--- src/rtl/mem_dbus_master.sv ---
// mem_dbus_master: MEM-stage data-bus master. Runs one req/ack transaction per
// load/store, stalls the pipeline until the ack arrives, and formats load data
// (big-endian lanes) for the MEM/WB register. HOLD keeps a finished result
// while the pipeline is frozen for another reason, so the op is not re-issued.
module mem_dbus_master #(
  parameter int DW  = 32,
  parameter int AW  = 5,
  parameter int OPW = 8
) (
  input  logic           clk,
  input  logic           rst,
  input  logic [OPW-1:0] mem_aluop,
  input  logic [DW-1:0]  mem_addr,
  input  logic [DW-1:0]  mem_reg2,
  input  logic [AW-1:0]  mem_wd,
  input  logic           mem_wreg,
  input  logic [DW-1:0]  mem_wdata,
  input  logic           stall_in,
  input  logic           flush,
  output logic           dbus_req,
  output logic           dbus_we,
  output logic [DW-1:0]  dbus_addr,
  output logic [3:0]     dbus_sel,
  output logic [DW-1:0]  dbus_wdata,
  input  logic           dbus_ack,
  input  logic [DW-1:0]  dbus_rdata,
  output logic           stallreq,
  output logic [AW-1:0]  wb_wd,
  output logic           wb_wreg,
  output logic [DW-1:0]  wb_wdata
);
  localparam logic [OPW-1:0] OP_LB  = OPW'(8'hE0);
  localparam logic [OPW-1:0] OP_LH  = OPW'(8'hE1);
  localparam logic [OPW-1:0] OP_LW  = OPW'(8'hE3);
  localparam logic [OPW-1:0] OP_LBU = OPW'(8'hE4);
  localparam logic [OPW-1:0] OP_LHU = OPW'(8'hE5);
  localparam logic [OPW-1:0] OP_SB  = OPW'(8'hE8);
  localparam logic [OPW-1:0] OP_SH  = OPW'(8'hE9);
  localparam logic [OPW-1:0] OP_SW  = OPW'(8'hEB);

  typedef enum logic [1:0] {S_IDLE, S_BUSY, S_HOLD} state_t;
  state_t state, state_n;

  logic          is_load, is_store, is_mem, ld_sign;
  logic [1:0]    size;            // 0 byte, 1 half, 2 word
  logic [3:0]    sel_n;
  logic [DW-1:0] wdata_n;

  // Latched at issue so formatting does not depend on the held inputs.
  logic          ld_q, sign_q;
  logic [1:0]    size_q, lane_q;
  logic [DW-1:0] buf_q;

  logic [7:0]    rd_byte;
  logic [15:0]   rd_half;
  logic [DW-1:0] ld_data, result;

  // Decode aluop into access class, size and signedness.
  always_comb begin
    is_load  = 1'b0;
    is_store = 1'b0;
    ld_sign  = 1'b0;
    size     = 2'd2;
    case (mem_aluop)
      OP_LB:  begin is_load  = 1'b1; ld_sign = 1'b1; size = 2'd0; end
      OP_LH:  begin is_load  = 1'b1; ld_sign = 1'b1; size = 2'd1; end
      OP_LW:  begin is_load  = 1'b1; end
      OP_LBU: begin is_load  = 1'b1; size = 2'd0; end
      OP_LHU: begin is_load  = 1'b1; size = 2'd1; end
      OP_SB:  begin is_store = 1'b1; size = 2'd0; end
      OP_SH:  begin is_store = 1'b1; size = 2'd1; end
      OP_SW:  begin is_store = 1'b1; end
      default: ;
    endcase
  end
  assign is_mem = is_load | is_store;

  // Byte lanes and replicated store data; misaligned low bits are simply ignored.
  always_comb begin
    case (size)
      2'd0: begin
        sel_n   = 4'b1000 >> mem_addr[1:0];
        wdata_n = {4{mem_reg2[7:0]}};
      end
      2'd1: begin
        sel_n   = mem_addr[1] ? 4'b0011 : 4'b1100;
        wdata_n = {2{mem_reg2[15:0]}};
      end
      default: begin
        sel_n   = 4'b1111;
        wdata_n = mem_reg2;
      end
    endcase
  end

  // Pick the addressed byte/half of the read word and extend it.
  always_comb begin
    case (lane_q)
      2'd0:    rd_byte = dbus_rdata[31:24];
      2'd1:    rd_byte = dbus_rdata[23:16];
      2'd2:    rd_byte = dbus_rdata[15:8];
      default: rd_byte = dbus_rdata[7:0];
    endcase
    rd_half = lane_q[1] ? dbus_rdata[15:0] : dbus_rdata[31:16];
    case (size_q)
      2'd0:    ld_data = {{(DW-8){sign_q & rd_byte[7]}}, rd_byte};
      2'd1:    ld_data = {{(DW-16){sign_q & rd_half[15]}}, rd_half};
      default: ld_data = dbus_rdata;
    endcase
  end
  assign result = ld_q ? ld_data : mem_wdata;

  // State register.
  always_ff @(posedge clk) begin
    if (rst) state <= S_IDLE;
    else     state <= state_n;
  end

  // Next state: flush always wins and returns to IDLE.
  always_comb begin
    state_n = state;
    if (flush) state_n = S_IDLE;
    else begin
      case (state)
        S_IDLE:  if (is_mem)    state_n = S_BUSY;
        S_BUSY:  if (dbus_ack)  state_n = stall_in ? S_HOLD : S_IDLE;
        S_HOLD:  if (!stall_in) state_n = S_IDLE;
        default: state_n = S_IDLE;
      endcase
    end
  end

  // Stall request and write-back outputs; everything reads 0 under reset.
  always_comb begin
    stallreq = 1'b0;
    wb_wd    = '0;
    wb_wreg  = 1'b0;
    wb_wdata = '0;
    if (!rst) begin
      wb_wd   = flush ? '0 : mem_wd;
      wb_wreg = mem_wreg & ~flush;
      case (state)
        S_IDLE: begin
          stallreq = is_mem & ~flush;
          wb_wdata = mem_wdata;
        end
        S_BUSY: begin
          stallreq = ~dbus_ack & ~flush;
          wb_wdata = dbus_ack ? result : mem_wdata;
        end
        S_HOLD:  wb_wdata = buf_q;
        default: ;
      endcase
    end
  end

  // Bus registers: load at issue, drop req at ack (buffering the result) or flush.
  always_ff @(posedge clk) begin
    if (rst) begin
      dbus_req   <= 1'b0;
      dbus_we    <= 1'b0;
      dbus_addr  <= '0;
      dbus_sel   <= '0;
      dbus_wdata <= '0;
      ld_q       <= 1'b0;
      sign_q     <= 1'b0;
      size_q     <= '0;
      lane_q     <= '0;
      buf_q      <= '0;
    end else if (flush) begin
      dbus_req <= 1'b0;
    end else begin
      case (state)
        S_IDLE: if (is_mem) begin
          dbus_req   <= 1'b1;
          dbus_we    <= is_store;
          dbus_addr  <= {mem_addr[DW-1:2], 2'b00};
          dbus_sel   <= sel_n;
          dbus_wdata <= wdata_n;
          ld_q       <= is_load;
          sign_q     <= ld_sign;
          size_q     <= size;
          lane_q     <= mem_addr[1:0];
        end
        S_BUSY: if (dbus_ack) begin
          dbus_req <= 1'b0;
          buf_q    <= result;
        end
        default: ;
      endcase
    end
  end

endmodule

--- config.mk ---
export PLATFORM = sky130hd
export DESIGN_NAME = mem_dbus_master
export DESIGN_NICKNAME = d
export VERILOG_FILES = /design/src/rtl/mem_dbus_master.sv
export SDC_FILE = /design/constraint.sdc
export NUM_CORES = 1
export LEC_CHECK = 0
export CORE_ASPECT_RATIO = 0.7
export CORE_MARGIN = 2
export CORE_UTILIZATION = 48
export CTS_BUF_LIST = sky130_fd_sc_hd__clkbuf_8
export CTS_CLUSTER_DIAMETER = 30
export DETAILED_ROUTE_END_ITERATION = 6
export PLACE_DENSITY = 0.9
export SLEW_MARGIN = 20
export SYNTH_ARGS = -nofsm -noshare
export SYNTH_HDL_FRONTEND = slang
export SYNTH_SLANG_ARGS = --single-unit
--- constraint.sdc ---
create_clock -name clk -period 7.88 [get_ports clk]
set_input_delay 2.364 -clock clk [delete_from_list [all_inputs] [get_ports clk]]
set_output_delay 2.364 -clock clk [all_outputs]
set_load 0.02 [all_outputs]
==> results of run 1 <==
-- sequential cells by signal (all words and copies together) (netlist names), 2 cells and up --
register	count
buf_q	32
dbus_wdata	32
dbus_addr	30
dbus_sel	4
lane_q	2
size_q	2
state	2
-- per-stage QoR --
step,hold WS [ns],cell area [um^2],utilization
final,0.459,8750,0.711
after global routing,0.479,8750,0.711
after CTS,0.460,8750,0.711
after detailed placement,0.442,8540,0.695
after global placement,0.434,8540,0.695
after floorplan,0.441,5970,-
-- metal layers --
metal / share of wire / routed length, um
met5: 0 / 0
met4: 0.023 / 484
met3: 0.11 / 2420
met2: 0.46 / 9780
met1: 0.41 / 8790
-- path summary, 6_finish.rpt --
path                    to  cells after the start
max           wb_wdata[15]                      6
min          dbus_addr[20]                      2
max reg2reg      buf_q[15]                      4
min reg2reg  dbus_addr[20]                      2
-- cells by family (layout without fill, tap and decap cells) --
group           count (synthesis)  in the layout  share of synthesized area
flops                         108            108                      0.362
compound gates                301            301                      0.338
simple gates                  252            252                      0.198
buf+inv                        78            290                     0.0524
other cells                     1              2                   0.000628
mux                            27             27                     0.0486
-- cells in the final DEF (no fill, tap or decap), types with 11 or more instances in the layout --
| master | count |
|---|---|
| a21oi_1 | 86 |
| nand2_1 | 137 |
| o21ai_0 | 36 |
| o21a_1 | 18 |
| nor2_1 | 45 |
| mux2_2 | 16 |
| a22oi_1 | 38 |
| nor3b_1 | 16 |
| clkdlybuf4s50_1 | 252 |
| a221o_1 | 17 |
| mux2i_1 | 11 |
| dfxtp_1 | 108 |
| buf_4 | 15 |
| o22ai_1 | 34 |
-- where the power goes --
part / switching (mW) / internal [mW]
logic: 0.0940 / 0.117
registers: 0.00266 / 0.549
clock network: 0.220 / 0.127
-- critical path, delay by kind of cell --
family	cells	cell delay [ns]
compound gates	3	1.29
buf+inv	2	1.25
mux	1	0.17
-- area by class of cell --
cell class                 instances  area [um^2]
clock buffer                       9          124
clock inverter                     7         80.1
fill                             986         3550
inverter                           6         22.5
multi-input combinational        582         3520
sequential                       108         2160
tap                              162          203
timing repair buffer             268         2640
==> results by group, run 1 <==
Outcome
  – Status: complete, no violations

STA
  – Total negative slack: 0 ns
  – Fmax: between 0.1 and 0.15 GHz
  – Fin crit share: 0.944
  – RSZ-0062 raised after global routing: no
  – # setup viols final: 0
  – Final Skew: 0.0201 ns
  – Fin. max-slew vios: 0
  – Minimum clock period: ~7.4 ns
  – Worst slew margin: 0.261
  – Fin. Hold Viols: 0
  – Worst Setup Slack, final: 0.443 ns
  – Measured slew at the worst slew-check pin: 1.10 ns

Route
  – Post-Route WL: around 21000 um
  – Residual DRC count: 0
  – DRT Pass-1 Iters: 5
  – Post-DR wirelength/cell: between 15 and 20 um
  – Vias per cell: ~6.1
  – DRT iter0 DRCs: roughly 650
  – DR vias: 6915
  – Final ANT Viol Nets: 0

Floorplan
  – Die area: between 10000 and 15000 um^2
  – Count of boundary I/O pins: 256
  – Core area: approximately 12000 um^2
  – Die W: around 140 um
  – Initial core utilization: 0.486
  – Die Y-Extent: just under 100 um
  – Rows: 34

Worst setup path
  – Critical-path cell list: clkdlybuf4s50_1 > mux2i_1 > o22ai_1 > a2111oi_0 > o32ai_1 > clkdlybuf4s50_1
  – Crit. End Element: output port
  – Most used cell along the critical path: clkdlybuf4s50_1
  – Origin of the critical flop-to-flop path: lane_q[1]
  – R2R setup slack: roughly 5.3 ns
  – CP peak stage delay: around 0.70 ns
  – CP max FO: 8
  – WP data required: 5.52 ns
  – WS Path Type: in2out
  – Slowest-stage cell, CP: clkdlybuf4s50_1
  – CP Launch Point: dbus_rdata[15]
  – Arrival time at the worst endpoint: ~5.1 ns
  – Worst Setup Start Kind: input pin

Power
  – Final Power: ~1.1 mW
  – VDD IR-drop max: a little under 90 uV
  – Static Leak: about 3.2 nW
  – Pwr dens: between 100 and 150 nW/um^2

Logic synthesis
  – Post-synth top area share: 0.362
  – Primary FF master, synth: dfxtp_1
  – Ranking of synthesized cells by area: dfxtp_1 (36%), nand2_1 (8.6%), a21oi_1 (7.3%), a22oi_1 (4.8%), clkbuf_1 (3.8%)
  – Register area share after synthesis: 0.362
  – Number of synthesized flops with an enable pin: 0
  – Cell with the most instances after synthesis: nand2_1
  – Syn Inst Count: 767
  – Post-Syn Area per Cell: about 7.8 um^2
  – Synthesized area: 5970 um^2
  – Post-synth top cells: nand2_1 (137), dfxtp_1 (108), a21oi_1 (87), clkbuf_1 (61), nor2_1 (45)
  – Synth async-reset ratio: 0
  – Ys Warns: 0
  – Largest area contributor in the netlist: dfxtp_1
  – Synth cell types: 55
  – Yosys reg bits: 108

Placement
  – Detailed placement HPWL: roughly 16000 um
  – Placed cell count: 1126
  – Pre-CTS setup slack: 0.524 ns
  – GPL Wtd Cong: between 0.9 and 1
  – Port bufs: between 200 and 300

Clock tree
  – CTS sink cnt: 108
  – Postcts setup bufs: 0
  – Hold_buf cts: 0
  – Max Root-Sink Buffers: 2
  – H-tree depth: 3
  – Post_cts resized: 0
  – CTS Buf Count: 9
  – Skew-Pair Late Insertion Delay: roughly 0.39 ns
  – Root Buffer: clkbuf_8
  – TritonCTS clock tree: done
  – Worst-path clk slew: around 0.12 ns

Global route
  – Largest net degree at the start of global routing: 83
  – Antenna violations before repair: 0
  – GRT Util Overall: 0.311
  – GR Util met1: 0.412
  – Global-route layer with the greatest usage: met2
  – GR Util met3: 0.0902
  – GRT Residual Overflow: 0
  – First-pass GRT wire length: 33200 um
  – Met2 usage in global routing: 0.496
  – Number of global-route vias before repair: ~6500

Hold path
  – Hold Path Class: reg2reg
  – Hold path start: dbus_addr[20]

Finish
  – Final Non-Filler Cells: around 1100
  – Layout Nets: approximately 1100
  – Area grow syn2layout: 46.5%
  – N_diodes: 0
  – Layout cells sized above 1: 0.0633

Job
  – Max cap viols: 0
Power figures use the tool's default switching activity.
==> run 2: changes to the inputs <==
SKIP_LAST_GASP = 1   (was default)
==> results of run 2 <==
Final layout, timing and power as in run 1 (identical DEF).
